$ cat src/rtl/prio_dispatcher_pkg.sv
// Shared helpers for the priority dispatcher.
package prio_dispatcher_pkg;

    // Bits needed to count 0..max_out inclusive.
    function automatic int unsigned cnt_width(input int unsigned max_out);
        return (max_out < 1) ? 1 : $clog2(max_out + 1);
    endfunction

endpackage

$ cat src/rtl/onehot_to_bin.sv
// One-hot to binary index encoder; all-zero input yields index 0.
module onehot_to_bin #(
    parameter int unsigned OneHotWidth = 4,
    localparam int unsigned BinWidth = (OneHotWidth > 1) ? $clog2(OneHotWidth) : 1
) (
    input  logic [OneHotWidth-1:0] onehot_i,
    output logic [BinWidth-1:0]    bin_o
);

    always_comb begin
        bin_o = '0;
        for (int unsigned i = 0; i < OneHotWidth; i++) begin
            if (onehot_i[i]) begin
                bin_o = bin_o | BinWidth'(i);
            end
        end
    end

endmodule

$ cat src/rtl/prio_dispatcher_credit.sv
// Saturating outstanding-item counter for one dispatch target.
module prio_dispatcher_credit
    import prio_dispatcher_pkg::*;
#(
    parameter int unsigned MAX_OUT = 2,
    localparam int unsigned CntW = cnt_width(MAX_OUT)
) (
    input  logic            clk_i,
    input  logic            rst_ni,
    input  logic            inc_i,
    input  logic            dec_i,
    output logic [CntW-1:0] cnt_o,
    output logic            avail_o
);

    localparam logic [CntW-1:0] MaxCnt = CntW'(MAX_OUT);

    logic [CntW-1:0] cnt_q, cnt_d;

    always_comb begin
        cnt_d = cnt_q;
        if (inc_i && !dec_i && cnt_q != MaxCnt) begin
            cnt_d = cnt_q + CntW'(1);
        end else if (dec_i && !inc_i && cnt_q != '0) begin
            cnt_d = cnt_q - CntW'(1);
        end
    end

    always_ff @(posedge clk_i or negedge rst_ni) begin
        if (!rst_ni) begin
            cnt_q <= '0;
        end else begin
            cnt_q <= cnt_d;
        end
    end

    assign cnt_o   = cnt_q;
    assign avail_o = cnt_q < MaxCnt;

    // A credit returned with nothing outstanding, or a dispatch into a full target, is a bug.
    assert property (@(posedge clk_i) disable iff (!rst_ni) !(dec_i && !inc_i && cnt_q == '0));
    assert property (@(posedge clk_i) disable iff (!rst_ni) !(inc_i && !dec_i && cnt_q == MaxCnt));

endmodule

$ cat src/rtl/prio_dispatcher.sv
// Single-entry stage dispatching each item to the lowest-index target with free credit.
module prio_dispatcher
    import prio_dispatcher_pkg::*;
#(
    parameter int unsigned NUM_TGT    = 4,
    parameter int unsigned DATA_WIDTH = 32,
    parameter int unsigned MAX_OUT    = 2
) (
    input  logic                       clk_i,
    input  logic                       rst_ni,
    input  logic                       flush_i,
    input  logic                       in_valid_i,
    output logic                       in_ready_o,
    input  logic [DATA_WIDTH-1:0]      in_data_i,
    output logic [NUM_TGT-1:0]         out_valid_o,
    input  logic [NUM_TGT-1:0]         out_ready_i,
    output logic [DATA_WIDTH-1:0]      out_data_o,
    output logic [$clog2(NUM_TGT)-1:0] out_idx_o,
    input  logic [NUM_TGT-1:0]         done_i,
    output logic                       busy_o
);

    localparam int unsigned IdxW = $clog2(NUM_TGT);
    localparam int unsigned CntW = cnt_width(MAX_OUT);

    logic                  buf_valid_q;
    logic [DATA_WIDTH-1:0] buf_data_q;
    logic                  lock_q;
    logic [IdxW-1:0]       lock_idx_q;

    logic [NUM_TGT-1:0] avail, onehot, hs;
    logic [IdxW-1:0]    sel, idx;
    logic               out_hs, any_cnt;
    logic [CntW-1:0]    cnt [NUM_TGT];

    for (genvar g = 0; g < NUM_TGT; g++) begin : g_tgt
        prio_dispatcher_credit #(
            .MAX_OUT(MAX_OUT)
        ) u_credit (
            .clk_i  (clk_i),
            .rst_ni (rst_ni),
            .inc_i  (hs[g]),
            .dec_i  (done_i[g]),
            .cnt_o  (cnt[g]),
            .avail_o(avail[g])
        );

        if (g == 0) begin : g_first
            assign onehot[g] = avail[g];
        end else begin : g_rest
            assign onehot[g] = avail[g] & ~|avail[g-1:0];
        end
    end

    onehot_to_bin #(
        .OneHotWidth(NUM_TGT)
    ) u_sel_enc (
        .onehot_i(onehot),
        .bin_o   (sel)
    );

    // Once presented, the item stays on its target even if a lower one frees up.
    assign idx = lock_q ? lock_idx_q : sel;

    always_comb begin
        out_valid_o = '0;
        any_cnt     = 1'b0;
        for (int unsigned k = 0; k < NUM_TGT; k++) begin
            out_valid_o[k] = buf_valid_q &
                             (lock_q ? (IdxW'(k) == lock_idx_q) : (avail[k] & onehot[k]));
            any_cnt = any_cnt | (|cnt[k]);
        end
    end

    assign hs         = out_valid_o & out_ready_i;
    assign out_hs     = |hs;
    assign in_ready_o = ~buf_valid_q | out_hs;
    assign out_data_o = buf_data_q;
    assign out_idx_o  = idx;
    assign busy_o     = buf_valid_q | any_cnt;

    always_ff @(posedge clk_i or negedge rst_ni) begin
        if (!rst_ni) begin
            buf_valid_q <= 1'b0;
            buf_data_q  <= '0;
            lock_q      <= 1'b0;
            lock_idx_q  <= '0;
        end else if (flush_i) begin
            buf_valid_q <= 1'b0;
            lock_q      <= 1'b0;
            lock_idx_q  <= '0;
        end else begin
            if (in_valid_i && in_ready_o) begin
                buf_valid_q <= 1'b1;
                buf_data_q  <= in_data_i;
            end else if (out_hs) begin
                buf_valid_q <= 1'b0;
            end
            if (out_hs) begin
                lock_q <= 1'b0;
            end else if (buf_valid_q && |out_valid_o) begin
                lock_q     <= 1'b1;
                lock_idx_q <= idx;
            end
        end
    end

endmodule

$ cat config.mk
export PLATFORM = sky130hd
export DESIGN_NAME = prio_dispatcher
export DESIGN_NICKNAME = d
export VERILOG_FILES = /design/src/rtl/prio_dispatcher_pkg.sv /design/src/rtl/onehot_to_bin.sv /design/src/rtl/prio_dispatcher_credit.sv /design/src/rtl/prio_dispatcher.sv
export SDC_FILE = /design/constraint.sdc
export NUM_CORES = 1
export LEC_CHECK = 0
export ABC_CLOCK_PERIOD_IN_PS = 2300
export CAP_MARGIN = 25
export CORE_MARGIN = 4
export CORE_UTILIZATION = 44
export DETAILED_ROUTE_END_ITERATION = 10
export GPL_TIMING_DRIVEN = 0
export PLACE_DENSITY = 0.78
export SYNTH_ARGS = -nofsm -noshare
export SYNTH_HDL_FRONTEND = slang
export SYNTH_SLANG_ARGS = --single-unit
$ cat constraint.sdc
create_clock -name clk_i -period 2.3 [get_ports clk_i]
set_input_delay 0.23 -clock clk_i [delete_from_list [all_inputs] [get_ports clk_i]]
set_output_delay 0.23 -clock clk_i [all_outputs]
set_load 0.05 [all_outputs]
### Yosys cells after proc, flatten, opt, wreduce, memory -nomap -nowiden

Index checks and enable logic that the tools add are counted.

| word-level totals | value |
|---|---|
| register bits after elaboration | 44 |
| bits of input ports | 44 |
| output and inout port bits | 40 |
| logic and storage cells | 122 |

| operators by class | value |
|---|---|
| add/sub/neg operators | 8 |
| magnitude comparators | 4 |
| equality and inequality tests | 8 |
| muxes and demuxes | 25 |
| bitwise logic cells | 18 |
| reduce and logical (&&, ||, !) cells | 51 |

Operators with widths:

| cell | count |
|---|---|
| 2-bit 2-to-1 mux | 14 |
| 1-bit logical AND | 18 |
| 2-bit nonzero test | 9 |
| 1-bit logical NOT | 11 |
| 1-bit 2-to-1 mux | 11 |
| 1-bit AND | 10 |
| 2-bit inequality test, second input constant | 5 |
| 2-bit OR reduction | 5 |
| 2-bit by 1-bit adder with 2-bit output, second input constant | 4 |
| 2-bit < comparator, second input constant | 4 |
| 4-bit OR reduction | 2 |
| 2-bit by 1-bit subtractor with 2-bit output, second input constant | 4 |
| 3-bit nonzero test | 2 |
| 1-bit OR | 5 |
| 4-bit AND | 1 |
| 2-bit == test, first input constant | 2 |
| 2-bit AND reduction | 2 |
| 3-bit OR reduction | 1 |
| 1-bit by 2-bit == test with 1-bit output, first input constant | 1 |
| 2-bit logical NOT | 1 |
| 1-bit NOT | 2 |

### Longest topological paths before layout

| logic depth | value |
|---|---|
| depth after elaboration | 13 |
| depth in mapped cells | 7 |
| gate-level depth less buffers | 5 |

### Hierarchy

Synthesis repeated with hierarchy kept, for this count alone.

| unflattened totals | value |
|---|---|
| cells, all modules | 177 |
| area, all modules | 2280.9 µm² |

Modules (own cells, without submodules):

| module | times used | cells an instance | area each (µm²) | sequential area each (µm²) |
|---|---|---|---|---|
| prio_dispatcher | 1 | 119 | 1778.0 | 900.9 |
| prio_dispatcher_credit | 4 | 14 | 122.6 | 50.0 |
| onehot_to_bin | 1 | 2 | 12.5 | 0.0 |

### Least setup slack after synthesis

No wires, ideal clock.

| timing path | value |
|---|---|
| kind | register -> output |
| start point | register buf_valid_q |
| end point | output port out_valid_o[3] |
| data arrival time | 2.030 ns |
| required time | 2.070 ns |
| setup slack | 0.040 ns |
| stages on the path, launching flop included | 4 |
| buffers on the path | 1 |
| cell sequence | dfrtp_1 > clkbuf_1 > inv_1 > o31ai_1 |

| on the way | value |
|---|---|
| cells in the longest elaborated chain, start to end | 1 |

Ends and longest elaborated chain:

| what | RTL line | RTL |
|---|---|---|
| from (decl) | prio_dispatcher.sv:26 | `logic buf_valid_q;` |
| from (signal assigned) | prio_dispatcher.sv:84 | `buf_valid_q <= 1'b0;` |
| from (signal assigned) | prio_dispatcher.sv:89 | `buf_valid_q <= 1'b0;` |
| from (signal assigned) | prio_dispatcher.sv:94 | `buf_valid_q <= 1'b1;` |
| 1-bit AND | prio_dispatcher.sv:69 | `out_valid_o[k] = buf_valid_q &` |
| to (decl) | prio_dispatcher.sv:15 | `output logic [NUM_TGT-1:0] out_valid_o,` |

Every way passes these cells.

### Worst setup path in the final report

| timing path | value |
|---|---|
| start point | register lock_q |
| end point | register buf_data_q[23] (netlist: out_data_o[23]) |

| on the way | value |
|---|---|
| cells in the longest elaborated chain, start to end | 7 |
| elaborated cells on any way between the ends | 13 |
| those cells by class | mux: 4; bitwise: 6; reduce/logical: 3 |

Ends and longest elaborated chain:

| what | RTL line | RTL |
|---|---|---|
| from (decl) | prio_dispatcher.sv:28 | `logic lock_q;` |
| from (signal assigned) | prio_dispatcher.sv:86 | `lock_q <= 1'b0;` |
| from (signal assigned) | prio_dispatcher.sv:90 | `lock_q <= 1'b0;` |
| from (signal assigned) | prio_dispatcher.sv:100 | `lock_q <= 1'b0;` |
| 1-bit 2-to-1 mux | prio_dispatcher.sv:70 | `(lock_q ? (IdxW'(k) == lock_idx_q) : (avail[k] & onehot[k]));` |
| 1-bit AND | prio_dispatcher.sv:69 |  |
| 4-bit AND * | prio_dispatcher.sv:75 | `assign hs = out_valid_o & out_ready_i;` |
| 4-bit OR reduction * | prio_dispatcher.sv:76 | `assign out_hs = \|hs;` |
| 1-bit OR * | prio_dispatcher.sv:77 | `assign in_ready_o = ~buf_valid_q \| out_hs;` |
| 1-bit logical AND * | prio_dispatcher.sv:93 | `if (in_valid_i && in_ready_o) begin` |
| 2-bit AND reduction (no line) * | - |  |
| to (signal assigned) | prio_dispatcher.sv:95 | `buf_data_q <= in_data_i;` |
| to (decl) | prio_dispatcher.sv:27 | `logic [DATA_WIDTH-1:0] buf_data_q;` |

Every way passes the cells marked *; elsewhere a longest branch is shown, timed or not.
A chain may end at the register's enable or synchronous reset.

==> run_summary.xml <==
<?xml version="1.0" encoding="UTF-8"?>
<metrics>
  <group name="logic_synthesis">
    <metric name="synth_top_cells_by_area" unit="">dfrtp_1, mux2_4, nor2_1, buf_6, o211a_1</metric>
    <metric name="synthFlopType" unit="">dfrtp_1</metric>
    <metric name="synth.most_common_cell" unit="">dfrtp_1</metric>
    <metric name="synth.cells.most_frequent" unit="">dfrtp_1, mux2_4, nor2_1</metric>
    <metric name="synthesis.nets" unit="">217</metric>
    <metric name="post_synth_inst_count" unit="">173</metric>
    <metric name="synthesis.yosys.warnings" unit="">0</metric>
    <metric name="post_synth.cell_area_avg" unit="um^2">12.7</metric>
    <metric name="async_reset_ff_share" unit="%">100</metric>
    <metric name="synthDominantAreaCellType" unit="">dfrtp_1</metric>
    <metric name="synth_largest_type_area_fraction" unit="%">50.0</metric>
    <metric name="ys_ff_latch" unit="">44</metric>
    <metric name="synth.lib_cells_used.distinct" unit="">33</metric>
    <metric name="ys_seq_area_share" unit="%">50.0</metric>
    <metric name="synth_edf_count" unit="">0</metric>
    <metric name="summed_instance_area_of_the_synthesized_netlist" unit="um^2">2200</metric>
  </group>
  <group name="clocking">
    <metric name="cts_root_buffer" unit="">clkbuf_8</metric>
    <metric name="ctsHtreeMaxLevel" unit="">2</metric>
    <metric name="cts_num_sinks" unit="">44</metric>
    <metric name="tritoncts" unit="">done</metric>
    <metric name="clkSlewWorstSetupHoldPaths" unit="ps">80</metric>
    <metric name="cts-root-to-sink-buffers" unit="">2</metric>
    <metric name="clkLatencyLatePin" unit="ps">290</metric>
    <metric name="cts_made_buffers" unit="">5</metric>
  </group>
  <group name="global_routing">
    <metric name="grt_antenna_before_repair" unit="">0</metric>
    <metric name="gr-total-overflow" unit="">0</metric>
    <metric name="global_route_wire_length_before_repair" unit="um">8220</metric>
    <metric name="groute.usage.overall" unit="%">17.2</metric>
    <metric name="via_count_of_the_first_global_routing_pass" unit="">1772</metric>
    <metric name="grt_max_degree" unit="">25</metric>
  </group>
  <group name="placed_design">
    <metric name="placed_cells" unit="">324</metric>
    <metric name="gp_congestion" unit="">0.816</metric>
    <metric name="hpwl" unit="um">3760</metric>
    <metric name="placement.setup.worst_slack" unit="ps">-269</metric>
    <metric name="dpl_cell_area" unit="um^2">3140</metric>
    <metric name="io_buffer_count" unit="">83</metric>
  </group>
  <group name="power_and_ir_drop">
    <metric name="worst_ir_drop_vdd" unit="uV">572</metric>
    <metric name="cellPowerDensity" unit="nW/um^2">760</metric>
    <metric name="power" unit="W">0.00260</metric>
    <metric name="p_leak" unit="nW">1.54</metric>
  </group>
  <group name="floorplan">
    <metric name="floorplan.initialDensity" unit="%">46.0</metric>
    <metric name="rows" unit="">25</metric>
    <metric name="io-pin-count" unit="">84</metric>
    <metric name="core-area" unit="um^2">4790</metric>
    <metric name="die_y" unit="um">78.8</metric>
    <metric name="fp.dieArea" unit="um^2">6200</metric>
    <metric name="die_w" unit="um">78.8</metric>
  </group>
  <group name="timing">
    <metric name="layout_worst_path_cycle_share" unit="%">99.4</metric>
    <metric name="finalCriticalPeriod" unit="ps">2290</metric>
    <metric name="setup_tns" unit="ps">0</metric>
    <metric name="clock.fmax" unit="GHz">0.438</metric>
    <metric name="report.final.setup_viol" unit="">0</metric>
    <metric name="timing.max_slew.rel_slack" unit="%">63.6</metric>
    <metric name="postLayoutSetupSlackWorst" unit="ps">14.6</metric>
    <metric name="hold_viol_final" unit="">0</metric>
    <metric name="final_setup_skew" unit="ps">5.49</metric>
    <metric name="grt_setup_unrepaired" unit="">yes</metric>
    <metric name="timing_max_transition_violations_final" unit="">0</metric>
    <metric name="worst_margin_pin_slew" unit="ps">544</metric>
  </group>
  <group name="route">
    <metric name="detailed_route_wire_length_per_cell" unit="um">15.1</metric>
    <metric name="avgViaCountPerCell" unit="">4.97</metric>
    <metric name="1st_iter_drt_viols" unit="">41</metric>
    <metric name="firstDrtPassIters" unit="">4</metric>
    <metric name="routed_wirelength" unit="um">5200</metric>
    <metric name="dr_total_vias" unit="">1708</metric>
    <metric name="drtAntennaViolNets" unit="">0</metric>
    <metric name="drt_drc_violations_left" unit="">0</metric>
  </group>
  <group name="worst_setup_path">
    <metric name="cp_data_required_time" unit="ps">2480</metric>
    <metric name="crit_slowest_cell" unit="">dfrtp_2</metric>
    <metric name="critPathMaxStageDelay" unit="ps">430</metric>
    <metric name="crit_type" unit="">reg -&gt; reg</metric>
    <metric name="cp_cell_sequence" unit="">buf_6 -&gt; nor3b_1 -&gt; o211a_1 -&gt; nor4b_4 -&gt; buf_4 -&gt; a21oi_4 -&gt; buf_12 -&gt; clkbuf_16 -&gt; mux2_4</metric>
    <metric name="arrival" unit="ps">2470</metric>
    <metric name="critical_path.startpoint_type" unit="">register</metric>
    <metric name="crit_fanout" unit="">9</metric>
    <metric name="cp_capture_type" unit="">register</metric>
  </group>
  <group name="hold_path">
    <metric name="hold_path.class" unit="">in -&gt; async</metric>
  </group>
  <group name="run_status">
    <metric name="outcome" unit="">finished clean</metric>
  </group>
  <group name="run">
    <metric name="maxCapViolCount" unit="">0</metric>
  </group>
  <group name="final_layout">
    <metric name="antenna_cells" unit="">0</metric>
    <metric name="drive_above_1_share" unit="%">26.0</metric>
    <metric name="stdcell_area" unit="um^2">3430</metric>
    <metric name="area_growth_syn_to_layout" unit="%">55.6</metric>
    <metric name="finalNetCount" unit="">322</metric>
    <metric name="final_cells" unit="">344</metric>
  </group>
</metrics>
==> kinds of logic after synthesis <==
| logic type | count (synthesis) | share of synthesized area, % |
|---|---|---|
| buffers and inverters | 15 | 4.09 |
| DFF | 44 | 50.0 |
| muxes | 36 | 23.3 |
| and+or+nand+nor | 49 | 12.4 |
| AOI/OAI and AO/OA | 29 | 10.2 |
==> area by class of cell <==
class | instances | area [um^2]
fillers | 324 | 1360
flip-flops and latches | 44 | 1100
multi-input cells | 114 | 1050
repair buffers | 98 | 985
plain buffers | 9 | 90.1
well taps | 67 | 83.8
clock buffers | 5 | 68.8
clock inverters | 1 | 30.0
inverters | 6 | 22.5
==> power breakdown <==
part / total [W] / internal (W) / leakage [nW] / switching [W]
logic: 0.00108 / 0.000469 / 0.953 / 0.000606
registers: 0.000972 / 0.000894 / 0.539 / 0.0000776
clock network: 0.000558 / 0.000312 / 0.0501 / 0.000246
==> worst max-delay path, delay by kind of cell, from the launching register on <==
family	cells	cell delay (ps)
buffers and inverters	4	640
muxes	1	290
AOI/OAI and AO/OA	2	340
and+or+nand+nor	2	470
DFF	1	430
==> sequential cells by signal (all words and copies together), names as in the netlist <==
name / cells
buf_valid_q: 1
g_tgt.u_credit.cnt_o: 8
out_data_o: 32
lock_q: 1
lock_idx_q: 2
==> metrics by stage <==
stage / utilization (%) / hold WS [ps]
after global routing: 71.6 / 502
after CTS: 68.4 / 451
final: 71.6 / 465
after global placement: 65.2 / 490
after detailed placement: 65.6 / 241
after floorplan: - / -65.6
==> final timing paths <==
path | startpoint | slack, ps | cells past startpoint | to
setup / recovery | lock_q$_DFFE_PN0P_ | 10 | 9 | out_data_o[23]$_DFFE_PN0P_
hold / removal | rst_ni | 460 | 2 | buf_valid_q$_DFFE_PN0P_
setup reg to reg | lock_q$_DFFE_PN0P_ | 10 | 9 | out_data_o[23]$_DFFE_PN0P_
hold reg to reg | out_data_o[0]$_DFFE_PN0P_ | 510 | 1 | out_data_o[0]$_DFFE_PN0P_
max in group asynchronous | rst_ni | 1340 | 3 | out_data_o[20]$_DFFE_PN0P_
min in group clk_i | flush_i | 490 | 2 | buf_valid_q$_DFFE_PN0P_
==> what timing repair did <==
item                                    CTS  global route
hold endpoints to repair                 20             0
setup buffers                             1            11
endpoints found under the setup margin    8            33
cloned                                    0             1
gates resized for setup                  15            13
hold buffers                              1             0
pin swaps                                 2             5
==> cell usage in the layout (no fill, tap or decap), drive strengths merged, types with 3 or more instances in the layout <==
master	netlist	final
a21o	3	3
a21oi	7	7
buf	7	22
clkbuf	2	8
clkdlybuf4s50	0	74
dfrtp	44	44
dlygate4sd2	0	4
inv	6	6
mux2	33	33
mux2i	3	3
nand2	10	10
nand2b	5	5
nand3	5	5
nand3b	3	3
nor2	13	13
nor2b	3	3
o211a	5	5
o21ai	6	6
==> per-layer routing <==
metal	global-route usage (%)	part of all wire (%)	vias up
li1	-	-	817
met1	21.0	41	832
met2	26.6	48	53
met3	8.84	9.4	6
met4	4.72	1.2	0
met5	0	0	-
Power figures use the tool's default switching activity.
